**config.mk**
```make
export PLATFORM = sky130hd
export DESIGN_NAME = logic_unit_pipe
export DESIGN_NICKNAME = d
export VERILOG_FILES = /design/src/rtl/logic_unit_pipe.sv
export SDC_FILE = /design/constraint.sdc
export NUM_CORES = 1
export LEC_CHECK = 0
export BUFFER_PORTS_ARGS = -buffer_cell sky130_fd_sc_hd__buf_2
export CORE_MARGIN = 4
export CORE_UTILIZATION = 50
export CTS_CLUSTER_DIAMETER = 120
export CTS_CLUSTER_SIZE = 8
export DETAILED_ROUTE_END_ITERATION = 7
export HOLD_SLACK_MARGIN = 0.06
export PLACE_DENSITY = 0.76
export SYNTH_ARGS = -nofsm -noshare
export SYNTH_HDL_FRONTEND = slang
export SYNTH_SLANG_ARGS = --single-unit
```
**constraint.sdc**
```tcl
create_clock -name clk -period 2.15 [get_ports clk]
set_input_delay 0.1075 -clock clk [delete_from_list [all_inputs] [get_ports clk]]
set_output_delay 0.1075 -clock clk [all_outputs]
set_load 0.02 [all_outputs]
```
**src/rtl/logic_unit_pipe.sv**
```systemverilog
// logic_unit_pipe: two-stage pipelined bitwise logic unit with valid/ready
// handshakes on both sides and a saturating completed-operation counter.
//
// Ports:
//   clk       - clock; all state changes on the rising edge
//   rst_n     - synchronous active-low reset
//   in_valid  - upstream presents an operation (a, b, op)
//   in_ready  - block can accept an operation this cycle (combinational)
//   a, b      - WIDTH-bit operands
//   op        - operation select: AND, NAND, OR, NOR, XOR, XNOR, NOT a, pass a
//   out_valid - result presented on r/zero/ones
//   out_ready - downstream accepts the result
//   r         - WIDTH-bit result
//   zero      - r is all zeros
//   ones      - r is all ones
//   op_count  - completed output handshakes, saturating at all-ones
module logic_unit_pipe #(
  parameter int unsigned WIDTH = 8,
  parameter int unsigned CNT_W = 16
) (
  input  logic             clk,
  input  logic             rst_n,
  input  logic             in_valid,
  output logic             in_ready,
  input  logic [WIDTH-1:0] a,
  input  logic [WIDTH-1:0] b,
  input  logic [2:0]       op,
  output logic             out_valid,
  input  logic             out_ready,
  output logic [WIDTH-1:0] r,
  output logic             zero,
  output logic             ones,
  output logic [CNT_W-1:0] op_count
);

  typedef enum logic [2:0] {
    OP_AND  = 3'b000,
    OP_NAND = 3'b001,
    OP_OR   = 3'b010,
    OP_NOR  = 3'b011,
    OP_XOR  = 3'b100,
    OP_XNOR = 3'b101,
    OP_NOTA = 3'b110,
    OP_PASS = 3'b111
  } op_e;

  // Stage 1: captured operands
  logic             v1_q, v1_d;
  logic [WIDTH-1:0] a1_q, a1_d;
  logic [WIDTH-1:0] b1_q, b1_d;
  op_e              op1_q, op1_d;

  // Stage 2: result and flags
  logic             v2_q, v2_d;
  logic [WIDTH-1:0] r_q, r_d;
  logic             zero_q, zero_d;
  logic             ones_q, ones_d;

  logic [CNT_W-1:0] cnt_q, cnt_d;

  logic             ld1, ld2;
  logic [WIDTH-1:0] res;

  always_comb begin
    ld2 = !v2_q || out_ready;
    ld1 = !v1_q || ld2;

    unique case (op1_q)
      OP_AND:  res = a1_q & b1_q;
      OP_NAND: res = ~(a1_q & b1_q);
      OP_OR:   res = a1_q | b1_q;
      OP_NOR:  res = ~(a1_q | b1_q);
      OP_XOR:  res = a1_q ^ b1_q;
      OP_XNOR: res = ~(a1_q ^ b1_q);
      OP_NOTA: res = ~a1_q;
      default: res = a1_q;
    endcase

    v1_d   = v1_q;
    a1_d   = a1_q;
    b1_d   = b1_q;
    op1_d  = op1_q;
    v2_d   = v2_q;
    r_d    = r_q;
    zero_d = zero_q;
    ones_d = ones_q;
    cnt_d  = cnt_q;

    if (ld1) begin
      v1_d = in_valid;
      if (in_valid) begin
        a1_d  = a;
        b1_d  = b;
        op1_d = op_e'(op);
      end
    end

    // A bubble moving into stage 2 clears v2 but leaves r/zero/ones as they were.
    if (ld2) begin
      v2_d = v1_q;
      if (v1_q) begin
        r_d    = res;
        zero_d = (res == '0);
        ones_d = (res == '1);
      end
    end

    if (v2_q && out_ready && (cnt_q != '1)) begin
      cnt_d = cnt_q + CNT_W'(1);
    end
  end

  always_ff @(posedge clk) begin
    if (!rst_n) begin
      v1_q   <= 1'b0;
      a1_q   <= '0;
      b1_q   <= '0;
      op1_q  <= OP_AND;
      v2_q   <= 1'b0;
      r_q    <= '0;
      zero_q <= 1'b1;
      ones_q <= 1'b0;
      cnt_q  <= '0;
    end else begin
      v1_q   <= v1_d;
      a1_q   <= a1_d;
      b1_q   <= b1_d;
      op1_q  <= op1_d;
      v2_q   <= v2_d;
      r_q    <= r_d;
      zero_q <= zero_d;
      ones_q <= ones_d;
      cnt_q  <= cnt_d;
    end
  end

  assign in_ready  = ld1;
  assign out_valid = v2_q;
  assign r         = r_q;
  assign zero      = zero_q;
  assign ones      = ones_q;
  assign op_count  = cnt_q;

endmodule
```
Yosys cells after proc, flatten, opt, wreduce, memory -nomap -nowiden
Index checks and enable logic that the tools add are counted.

operators by class
  $add $sub $neg = 1
  multipliers = 0
  div/mod/pow operators = 0
  order comparisons = 0
  equality and inequality tests = 8
  shift-type cells = 0
  muxes and demuxes = 1
  bitwise logic cells = 7
  reductions and logical operators = 10

operator list
  cell                                                                    count
  8-bit one-hot mux with 7 select lines                                   1
  8-bit inverter                                                          4
  16-bit by 1-bit adder with 16-bit output (second input constant)        1
  16-bit != test (second input constant)                                  1
  3-bit equality test (second input constant)                             3
  8-bit bitwise AND                                                       1
  8-bit equality test (second input constant)                             1
  8-bit logical NOT                                                       1
  8-bit OR                                                                1
  8-bit bitwise XOR                                                       1
  3-bit by 2-bit equality test with 1-bit output (second input constant)  2
  2-bit AND reduction                                                     2
  3-bit by 1-bit equality test with 1-bit output (second input constant)  1
  3-bit logical NOT                                                       1
  1-bit logical AND                                                       2
  1-bit logical NOT                                                       2
  1-bit logical OR                                                        2

storage, ports and cells
  register bits after elaboration = 47
  bits in latches = 0
  RAM bits = 0
  memory bits (read-only) = 0
  output and inout bits = 28
  word-level logic and storage cells = 36
  memories = 0

Longest topological paths before layout
Gate-level depths: netlist (run 1).

  depth after elaboration = 4
  mapped depth = 7

Least setup slack after synthesis (run 1)
OpenSTA, ideal clock, no wires.

  kind = register -> register
  from = reg a1_q[5]
  to = reg ones_q, in the netlist ones
  library setup time = 0.096 ns
  data arrival time = 2.197 ns
  required time = 2.054 ns
  slack = -0.142 ns
  cell stages (with the launch flop) = 8
  path buffers = 0
  cells stage by stage = dfxtp_1 -> inv_1 -> ha_1 -> inv_1 -> mux4_1 -> or4_4 -> mux2_2 -> o41ai_2

between the ends
  longest elaborated chain between the ends = 4

RTL lines
  what                                       line        source
  start, declared                            49          logic [WIDTH-1:0] a1_q, a1_d;
  start signal, assigned                     116         a1_q <= '0;
  start signal, assigned                     126         a1_q <= a1_d;
  8-bit bitwise XOR (tied with other cells)  73, 74
  8-bit inverter, on equally long branches   74, 70, 72
  8-bit one-hot mux with 7 select lines *    68          unique case (op1_q)
  8-bit equality test *                      104         ones_d = (res == '1);
  end signal, assigned                       132         ones_q <= ones_d;
  end, declared                              57          logic ones_q, ones_d;

Every way passes the cells marked *; elsewhere a longest branch is shown, timed or not.
A chain may end at the register's enable or synchronous reset.

Worst setup path in the final report (run 1)
  from = reg a1_q[2]
  to = reg ones_q, in the netlist ones

The elaborated chain is that of the path after synthesis.

==> run metrics, run 1 <==
first-pass GRT wire length 10.3 mm; Critical Path AT 2.45 ns; EDFF count, synth 0; clk_lat worst skew 0.30 ns; DR WL/cell 13.2 um; CTS Sinks 47; area occupied by multi-input gates 1500 sq um; final WL 6.13 mm; die width 80.2 um; root buf cell clkbuf_8; endpoints failing setup 1; crit path from a1_q[2]$_SDFFE_PN0P_; type of the worst setup path reg -> reg; final worst path period need 2.23 ns; Max Slew Vio Count 0; Cell Area, Synth 2600 sq um; GR Util All Layers 0.203; final setup margin -0.0814 ns; DR vias 2421; layout cells sized above 1 0.233; ant diodes 0; Via density around 5.2; IO Pins 51; vias in the first global route approximately 2.3k; dpl cell area 3020 sq um; Die Y 80.2 um; CTS tree done; row cnt 26; setup TNS -0.0814 ns; Max Cap Viol 0; failing checks negative setup slack; DRC Markers 0; DR pass1 iterations 4; Worst Setup End Kind register; Antenna Nets Post-Route 0; post-synthesis cell type count 38; Synth area leaders dfxtp_1 (36%), nand2_1 (8.4%), ha_1 (8.2%); Hold Crit Class in -> reg; syn avg cell area 8.24 sq um; Max Buffers Root-to-Sink 2; async set-or-reset flop fraction in the synthesized netlist 0; Max FO, Critical Path 2; Overflow after GRT 0; Post-CTS Setup Repair Bufs 0; Cell Pwr Density 570 nW/um^2; Top FF cell, synth dfxtp_1; Worst Tran Pin Value 0.742 ns; GP Congestion between 0.8 and 0.9; hold slack slightly above 0.07 ns; period utilisation layout 1.04; fin area 3320 sq um; Slew HR 0.506; hpwl dp 4.23 mm; dpl cells 440; FF+latch area 946 sq um; Non-Filler Instances around 470; Synth-to-Final Area Change 27.3%; Nets 435; Synth area leader dfxtp_1; H-tree depth 2; Yosys top cell area share 0.361; Seq/Total Area, Yosys 0.361; leak pwr 1.48 nW; outcome finished with violations; core footprint 5070 sq um; clk slew on worst S/H paths 0.09 ns; warnings from Yosys 0; Initial Util 0.513; Worst Hold Launch b[3]; post-synthesis net count 356; DIE AREA 6430 sq um; initial antenna violation count 0; Fin. Hold Viols 0; Port Buf Inserts 50; RSZ-0062 raised after global routing true; CP required 2.36 ns; fmax 448 MHz; Startpoint Class register; worst IR drop on VDD 382 uV; initial DRC count 117; cts bufs inserted 5; RR Startpoint a1_q[2]$_SDFFE_PN0P_; Fillers between 400 and 500; Post-Syn Instances 316; pin count of the biggest net entering global routing 31; clock skew 0.00478 ns; #FFs+latches synth 47
-- placed cells by master (no fill, tap or decap), drive strengths merged, types with 2 or more instances in the layout --
cell type    netlist  final
nand4              4      4
ha                17     17
dfxtp             47     47
a22o               3      3
nand2b             6      6
and3               8      8
o22ai              3      3
xor2              14     14
and2               5      5
nor2              23     23
dlygate4sd3        0     18
nand2             58     58
mux2i              2      2
nor2b              7      7
o221ai             3      3
nand3              6      6
xnor2              4      4
a21oi             28     28
o21ai              4      4
o2111ai            3      3
o211ai            11     11
inv               26     26
buf                2     70
mux4               5      5
clkbuf            14      6
and4               3      3
-- timing repair --
action,in CTS,in global routing
pin swaps,0,2
hold buffers,18,0
setup endpoints to repair,1,2
gates resized for setup,1,2
hold endpoints to repair,18,0
-- kinds of logic (layout without fill, tap and decap cells) --
family | after synthesis | in the layout | share of synthesized area
adder cells (fa/ha/maj) | 17 | 17 | 0.0817
XOR/XNOR | 18 | 18 | 0.0605
flip-flops | 47 | 47 | 0.361
buffers and inverters | 42 | 121 | 0.0639
AO/OA/AOI/OAI | 60 | 60 | 0.150
AND/OR/NAND/NOR | 124 | 124 | 0.223
multiplexers | 8 | 8 | 0.0596
-- through the flow --
step / utilization / total power [W] / setup slack, ns
after floorplan: - / 0.00114 / -0.0448
after global placement: 0.595 / 0.00123 / -0.0285
after detailed placement: 0.595 / 0.00124 / -0.0650
after CTS: 0.651 / 0.00190 / -0.0870
after global routing: 0.653 / 0.00198 / -0.163
final: 0.653 / 0.00189 / -0.0814
-- Yosys cell counts, types with 3 or more instances --
cell and n:
mux4_1 3, o2111ai_1 3, nand2_1 58, and4_1 3
xor2_1 14, clkbuf_1 14, and3_1 8, nand3_1 6
and2_1 5, nor2_1 23, ha_1 17, nor2b_1 7
xnor2_1 4, nand4_1 4, a22o_1 3, dfxtp_1 47
inv_2 3, o221ai_1 3, inv_1 23, o21ai_0 4
o211ai_1 11, a21oi_1 28, o22ai_1 3, nand2b_1 6
-- path summary, 6_finish.rpt --
kind,to,slack [ns],cells after the start
worst max register to register,ones$_SDFFE_PN0P_,-0.08,7
worst min register to register,r[2]$_SDFFE_PN0P_,0.45,2
worst max-delay path,ones$_SDFFE_PN0P_,-0.08,7
worst min-delay path,b1_q[3]$_SDFFE_PN0P_,0.07,3
-- worst max-delay path, stage by stage, from the launching register on --
cell and delay, ns:
dfxtp_2 0.33, inv_1 0.04, ha_1 0.27, inv_1 0.04, mux4_2 0.45, or4_4 0.55, mux2_2 0.28, o41ai_2 0.18
-- sequential cells by signal, indices dropped and copies added (netlist names), 3 cells and up --
signal	flops
op1_q	3
a1_q	8
b1_q	8
op_count	16
r	8
-- area by class of cell --
| class | count | area share |
|---|---|---|
| Clock buffer | 6 | 0.0219 |
| Clock inverter | 1 | 0.00906 |
| Inverter | 26 | 0.0294 |
| Multi-Input combinational cell | 227 | 0.453 |
| Sequential cell | 47 | 0.285 |
| Tap cell | 70 | 0.0264 |
| Timing Repair Buffer | 88 | 0.175 |
-- power breakdown --
group / total (W) / leakage, nW / internal, W / switching [W]
clock network: 0.000637 / 0.0513 / 0.000341 / 0.000296
registers: 0.000933 / 0.385 / 0.000903 / 0.0000296
logic: 0.000318 / 1.04 / 0.000153 / 0.000165
total: 0.00189 / 1.48 / 0.00140 / 0.000491
-- metal layers --
| metal | share of wire | global-route usage | vias up | routed length [um] |
|---|---|---|---|---|
| met5 | 0 | 0 | - | 0 |
| met4 | 0.030 | 0.0811 | 0 | 183 |
| met3 | 0.037 | 0.0415 | 17 | 227 |
| met2 | 0.48 | 0.347 | 51 | 2950 |
| met1 | 0.45 | 0.249 | 1122 | 2770 |
| li1 | - | - | 1231 | - |
No activity file was read; power rests on OpenSTA's default activity.
==> run 2, diff against run 1 <==
--- a/config.mk
+++ b/config.mk
@@ -5,9 +5,10 @@
 export SDC_FILE = /design/constraint.sdc
 export NUM_CORES = 1
 export LEC_CHECK = 0
+export ABC_AREA = 1
 export BUFFER_PORTS_ARGS = -buffer_cell sky130_fd_sc_hd__buf_2
 export CORE_MARGIN = 4
-export CORE_UTILIZATION = 50
+export CORE_UTILIZATION = 51
 export CTS_CLUSTER_DIAMETER = 120
 export CTS_CLUSTER_SIZE = 8
 export DETAILED_ROUTE_END_ITERATION = 7
==> run 2 against run 1 <==
Worst hold slack better by 0.0051 ns. The flow now finishes without violations. Largest cell class unchanged. Largest power group unchanged. Critical endpoint unchanged. Via count rose by 15%. Global-route usage fell by 0.24 points. Clock-buffer cell count is 1 lower. Highest routed layer unchanged. Flip-flop and latch count is the same. Power increased by 6.4%. Die area up 11%. Clock power increased by 7.2%. Register-to-register slack improved by 0.43 ns. Utilization down 5.3 points. Critical path type unchanged. First-iteration DRC count grew 73%.
==> run metrics, run 2 <==
Critical Path AT 2.05 ns (-0.40 ns); Synth-to-Final Area Change 12.8%; top-count cell post-synth nand2_1; pin count of the biggest net entering global routing 40 (+29%); die width 84.5 um (+5.4%); Max FO, Critical Path 8 (+6); reg2reg path depth 9 (+2); fmax 555 MHz (+24%); Overflow after GRT 0 (unchanged); worst IR drop on VDD 374 uV (-2.1%); endpoints failing setup 0 (-1); CTS Sinks 47 (unchanged); Worst Hold Launch a[5]; Max Buffers Root-to-Sink 2 (unchanged); ant diodes 0 (unchanged); Die Y 84.5 um (+5.4%); post-layout util 0.600 (-0.0530); Initial Util 0.532 (+0.0193); Slew HR 0.630 (+0.124); CTS tree done; DR vias 2781 (+15%); layout cells sized above 1 0.196 (-0.0371); final WL 6.92 mm (+13%); dpl cell area 3250 sq um (+7.7%); post-synthesis cell type count 32 (-16%); clk_lat worst skew 0.31 ns (about the same); Hold Crit Class in -> reg; #FFs+latches synth 47 (unchanged); post-synthesis net count 474 (+33%); Worst Setup End Kind register; Startpoint Class register; Yosys top cell area share 0.315 (-0.0462); RSZ-0062 raised after global routing false; Fin. Hold Viols 0 (unchanged); root buf cell clkbuf_8; row cnt 27 (+3.8%); worst setup path endpoint ones$_SDFFE_PN0P_; DR WL/cell 12.5 um (-5.0%); most frequent cells in the layout nand2_1 (91), nor2_1 (55), inv_1 (50), buf_2 (50), dfxtp_1 (47); Cell Area, Synth 2990 sq um (+15%); outcome finished, final reports clean; initial DRC count 202 (+73%); Antenna Nets Post-Route 0 (unchanged); delay of the slowest critical-path stage 0.39 ns (-0.16 ns); DRC Markers 0 (unchanged); first-pass GRT wire length 12.1 mm (+17%); Synth area leader dfxtp_1; GR Util All Layers 0.201 (-0.00243); Synth area leaders dfxtp_1 (32%), nand2_1 (11%), ha_1 (7.1%); warnings from Yosys 0 (unchanged); worst path cell trace buf_4 > nand2_2 > nor2_2 > nand2_1 > nand3_2 > nand2_1 > nor2_1 > nand3_1 > a21oi_1; Via density 5.04 (-3.2%); Port Buf Inserts 50 (unchanged); period utilisation layout 0.839 (-0.199); Post-synth top cells nand2_1 (91), nor2_1 (55), inv_1 (50), dfxtp_1 (47), a21oi_1 (35); flip-flop count of the largest register after layout 16 (unchanged); initial antenna violation count 0 (unchanged); EDFF count, synth 0 (unchanged); most common cell after layout, fill and taps aside nand2_1; Nets 519 (+19%); slowest CP cell dfxtp_1; GP Congestion 0.878 (-0.34%); H-tree depth 2 (unchanged); Top FF cell, synth dfxtp_1; Cell Pwr Density 597 nW/um^2 (+4.8%); type of the worst setup path reg -> reg; hpwl dp 5.12 mm (+21%); core footprint 5610 sq um (+11%); IO Pins 51 (unchanged); vias in the first global route 2740 (+17%); crit path from op1_q[0]$_SDFFE_PN0P_; # resized after CTS 0 (-1); clk slew on worst S/H paths 0.10 ns (about the same); # hold bufs at CTS 0 (-18); DIE AREA 7140 sq um (+11%); fin area 3370 sq um (+1.5%); RR Startpoint op1_q[0]$_SDFFE_PN0P_; R2R Path End ones$_SDFFE_PN0P_; Max Cap Viol 0 (unchanged); clock skew 0.0115 ns (+0.00672 ns); register-to-register setup slack 0.35 ns (+0.43 ns); Max Slew Vio Count 0 (unchanged); cts bufs inserted 5 (unchanged); DR pass1 iterations 4 (unchanged); syn avg cell area 6.88 sq um (-17%); Seq/Total Area, Yosys 0.315 (-0.0462); setup TNS 0 ns (+0.0814 ns); Post-CTS Setup Repair Bufs 0 (unchanged); final worst path period need 1.80 ns (-0.428 ns); CP required 2.39 ns (+0.03 ns); Worst Tran Pin Value 0.555 ns (-0.187 ns); CP dominant cell by count nand2_1; Post-Syn Instances 434 (+37%); leak pwr 1.64 nW (+11%); async set-or-reset flop fraction in the synthesized netlist 0 (unchanged)
[run 2: area by class of cell]
class	count	area (sq um)
clock buffers	5	68.8
clock inverters	3	46.3
fillers	558	2240
inverters	55	211
multi-input cells	313	1710
flip-flops and latches	47	941
well taps	72	90.1
repair buffers	57	303
[run 2: logic make-up (layout without fill, tap and decap cells)]
logic type                 after synthesis  after routing  synth area share
AOI/OAI and AO/OA                       73             73             0.127
xor gates and xnor gates                 8              8            0.0235
adders and majority gates               17             17            0.0712
buffers and inverters                   74            120             0.113
DFF                                     47             47             0.315
and+or+nand+nor                        215            215             0.350
[run 2: through the flow]
step	std cells	setup slack, ns	total power (W)	hold slack [ns]
after detailed placement	544	0.424	0.00134	0.391
after floorplan	434	0.522	0.00125	0.249
final	552	0.347	0.00201	0.0764
after CTS	552	0.383	0.00202	0.0751
after global routing	552	0.221	0.00212	0.112
after global placement	544	0.444	0.00134	0.383
[run 2: worst min path at each step]
| stage | endpoint | slack, ns | cells past startpoint |
|---|---|---|---|
| global route | a1_q[7]$_SDFFE_PN0P_ | 0.11 | 3 |
| finish | a1_q[5]$_SDFFE_PN0P_ | 0.08 | 3 |
| floorplan | op_count[5]$_SDFFE_PN0P_ | 0.25 | 2 |
| detailed placement | a1_q[5]$_SDFFE_PN0P_ | 0.39 | 3 |
| CTS | a1_q[5]$_SDFFE_PN0P_ | 0.08 | 3 |
| global placement | a1_q[4]$_SDFFE_PN0P_ | 0.38 | 3 |
[run 2: power breakdown]
group	leakage (nW)	total, W	internal [W]	switching (W)
Sequential	0.386	0.000939	0.000912	0.0000264
Combinational	1.20	0.000388	0.000134	0.000254
Clock	0.0548	0.000683	0.000351	0.000332
Total	1.64	0.00201	0.00140	0.000613
[run 2: per-layer routing]
| metal | GRT usage | routed length, um | vias to the layer above |
|---|---|---|---|
| met3 | 0.0343 | 373 | 12 |
| met4 | 0.0504 | 104 | 0 |
| met2 | 0.345 | 3220 | 65 |
| met5 | 0 | 0 | - |
| li1 | - | - | 1476 |
| met1 | 0.260 | 3220 | 1228 |
[run 2: worst max-delay path, delay by kind of cell, from the launching register on]
family	cells	cell delay (ns)
DFF	1	0.39
and+or+nand+nor	7	0.99
buffers and inverters	1	0.22
AOI/OAI and AO/OA	1	0.13
==> run 3, diff against run 2 <==
--- a/config.mk
+++ b/config.mk
@@ -5,10 +5,10 @@
 export SDC_FILE = /design/constraint.sdc
 export NUM_CORES = 1
 export LEC_CHECK = 0
-export ABC_AREA = 1
+export ABC_AREA = 0
 export BUFFER_PORTS_ARGS = -buffer_cell sky130_fd_sc_hd__buf_2
 export CORE_MARGIN = 4
-export CORE_UTILIZATION = 51
+export CORE_UTILIZATION = 50
 export CTS_CLUSTER_DIAMETER = 120
 export CTS_CLUSTER_SIZE = 8
 export DETAILED_ROUTE_END_ITERATION = 7
==> constraint.sdc (replaced) <==
create_clock -name clk -period 1.45 [get_ports clk]
set_input_delay 0.0725 -clock clk [delete_from_list [all_inputs] [get_ports clk]]
set_output_delay 0.0725 -clock clk [all_outputs]
set_load 0.02 [all_outputs]
==> run 3 against run 2 <==
The run now ends with negative setup slack left. Clock skew down 0.0033 ns. Via count up 7.0%. Non-clock buffer count up 78. Critical path depth down 2. Routed wire length up 41%. Largest cell class unchanged.
==> run metrics, run 3 (synthesized netlist as in run 1, its figures left out) <==
CP required 1.67 ns (-0.72 ns); Max Cap Viol 0 (unchanged); flip-flop count of the largest register after layout 16 (unchanged); failing checks negative setup slack; Startpoint Class register; Worst Setup End Kind register; Critical Path AT 2.52 ns (+0.47 ns); final worst path period need 2.30 ns (+0.492 ns); worst IR drop on VDD 732 uV (+96%); root buf cell clkbuf_8; outcome finished with violations; Max FO, Critical Path 2 (-6); DR vias 2976 (+7.0%); vias in the first global route 2830 (+3.3%); Initial Util 0.513 (-0.0193); Worst Tran Pin Value 0.436 ns (-0.119 ns); initial antenna violation count 0 (unchanged); DR WL/cell 19.0 um (+52%); Via density 5.80 (+15%); die width 80.2 um (-5.1%); row cnt 26 (-3.7%); CTS tree done; CTS Sinks 47 (unchanged); hpwl dp 4.78 mm (-6.6%); Nets 482 (-7.1%); Cell Pwr Density 733 nW/um^2 (+23%); clk_lat worst skew 0.31 ns (about the same); cts bufs inserted 5 (unchanged); Port Buf Inserts 50 (unchanged); clk slew on worst S/H paths 0.09 ns (about the same); Die Y 80.2 um (-5.1%); final setup margin -0.845 ns (-1.19 ns); core footprint 5070 sq um (-9.5%); Synth-to-Final Area Change 58.5%; DR pass1 iterations 5 (+1); Max Slew Vio Count 0 (unchanged); DRC Markers 0 (unchanged); post-layout util 0.813 (+0.213); Worst Hold Launch out_ready; final WL 9.77 mm (+41%); RSZ-0062 raised after global routing true; H-tree depth 2 (unchanged); Fin. Hold Viols 0 (unchanged); endpoints failing setup 22 (+22); Hold Crit Class in -> reg; Antenna Nets Post-Route 0 (unchanged); initial DRC count 276 (+37%); Max Buffers Root-to-Sink 2 (unchanged); first-pass GRT wire length 13.4 mm (+11%); period utilisation layout 1.58 (+0.744); GR Util All Layers 0.268 (+0.0677); RR Startpoint a1_q[2]$_SDFFE_PN0P_; ant diodes 0 (unchanged); Slew HR 0.707 (+0.0767); register-to-register setup slack -0.85 ns (-1.19 ns); most common cell after layout, fill and taps aside nand2_1; leak pwr 1.79 nW (+9.3%); pre-CTS setup slack -0.779 ns (-1.20 ns); DIE AREA 6430 sq um (-10%); GP Congestion 0.879 (+0.13%); pin count of the biggest net entering global routing 21 (-48%); fmax 436 MHz (-21%); layout cells sized above 1 0.492 (+0.296); clock skew 0.00825 ns (-0.00325 ns); crit path from a1_q[2]$_SDFFE_PN0P_; IO Pins 51 (unchanged); most frequent cells in the layout nand2_1 (56), buf_2 (50), buf_4 (48); type of the worst setup path reg -> reg; Overflow after GRT 0 (unchanged)
run 3: cell count changes in the layout (fill, tap and decap cells not counted), sizes merged, moves of 9 or more:
cell         delta
buf            +57
nor2           -37
nand2          -36
nand3          -35
inv            -30
o21ai          -30
dlygate4sd3    +21
o211ai         +11
a21oi           -9
run 3: stage by stage:
| step | cell area (sq um) | setup TNS [ns] | cells | power, W | hold WS [ns] |
|---|---|---|---|---|---|
| after floorplan | 2690 | -1.94 | 316 | 0.00170 | 0.190 |
| after global placement | 3290 | -2.88 | 466 | 0.00187 | 0.312 |
| after detailed placement | 3290 | -4.64 | 466 | 0.00189 | 0.314 |
| after CTS | 3890 | -3.28 | 504 | 0.00288 | 0.0748 |
| after global routing | 4130 | -6.17 | 513 | 0.00312 | 0.0999 |
| final | 4130 | -4.96 | 513 | 0.00302 | 0.0947 |
run 3: layout make-up:
| class | count | area [sq um] |
|---|---|---|
| timing repair buffer | 135 | 1020 |
| inverter | 26 | 100 |
| tap | 70 | 87.6 |
| multi-input combinational | 227 | 1810 |
| sequential | 47 | 1010 |
| fill | 300 | 948 |
| clock buffer | 7 | 96.3 |
| clock inverter | 1 | 7.51 |
run 3: repair_timing:
action	4_1_cts	5_1_grt
resized for setup	50	42
pin swaps	19	20
buffers inserted	9	10
endpoints found under the hold margin	22	0
hold buffers	21	0
endpoints found under the setup margin	37	27
run 3: final timing paths:
check	endpoint	cells after the start
worst min register to register	r[7]$_SDFFE_PN0P_	2
worst max-delay path	ones$_SDFFE_PN0P_	7
worst max register to register	ones$_SDFFE_PN0P_	7
worst min-delay path	out_valid$_SDFFE_PN0P_	4
run 3: metal layers:
layer / vias up / global-route usage / wire [um]
met2: 164 / 0.469 / 4940
li1: 1327 / - / -
met5: - / 0 / 0
met4: 0 / 0.140 / 526
met3: 53 / 0.0482 / 654
met1: 1432 / 0.310 / 3650
run 3: critical path, stage by stage (launching register included):
cell and delay, ns:
dfxtp_2 0.35, inv_2 0.05, ha_4 0.26, inv_2 0.03
mux4_2 0.48, or4_4 0.56, mux2_2 0.30, o41ai_2 0.19
run 3: report_power, final:
group / internal, W / leakage, nW / switching (W)
Combinational: 0.000365 / 1.34 / 0.000374
Clock: 0.000434 / 0.0505 / 0.000474
Sequential: 0.00133 / 0.400 / 0.0000453
Total: 0.00213 / 1.79 / 0.000893
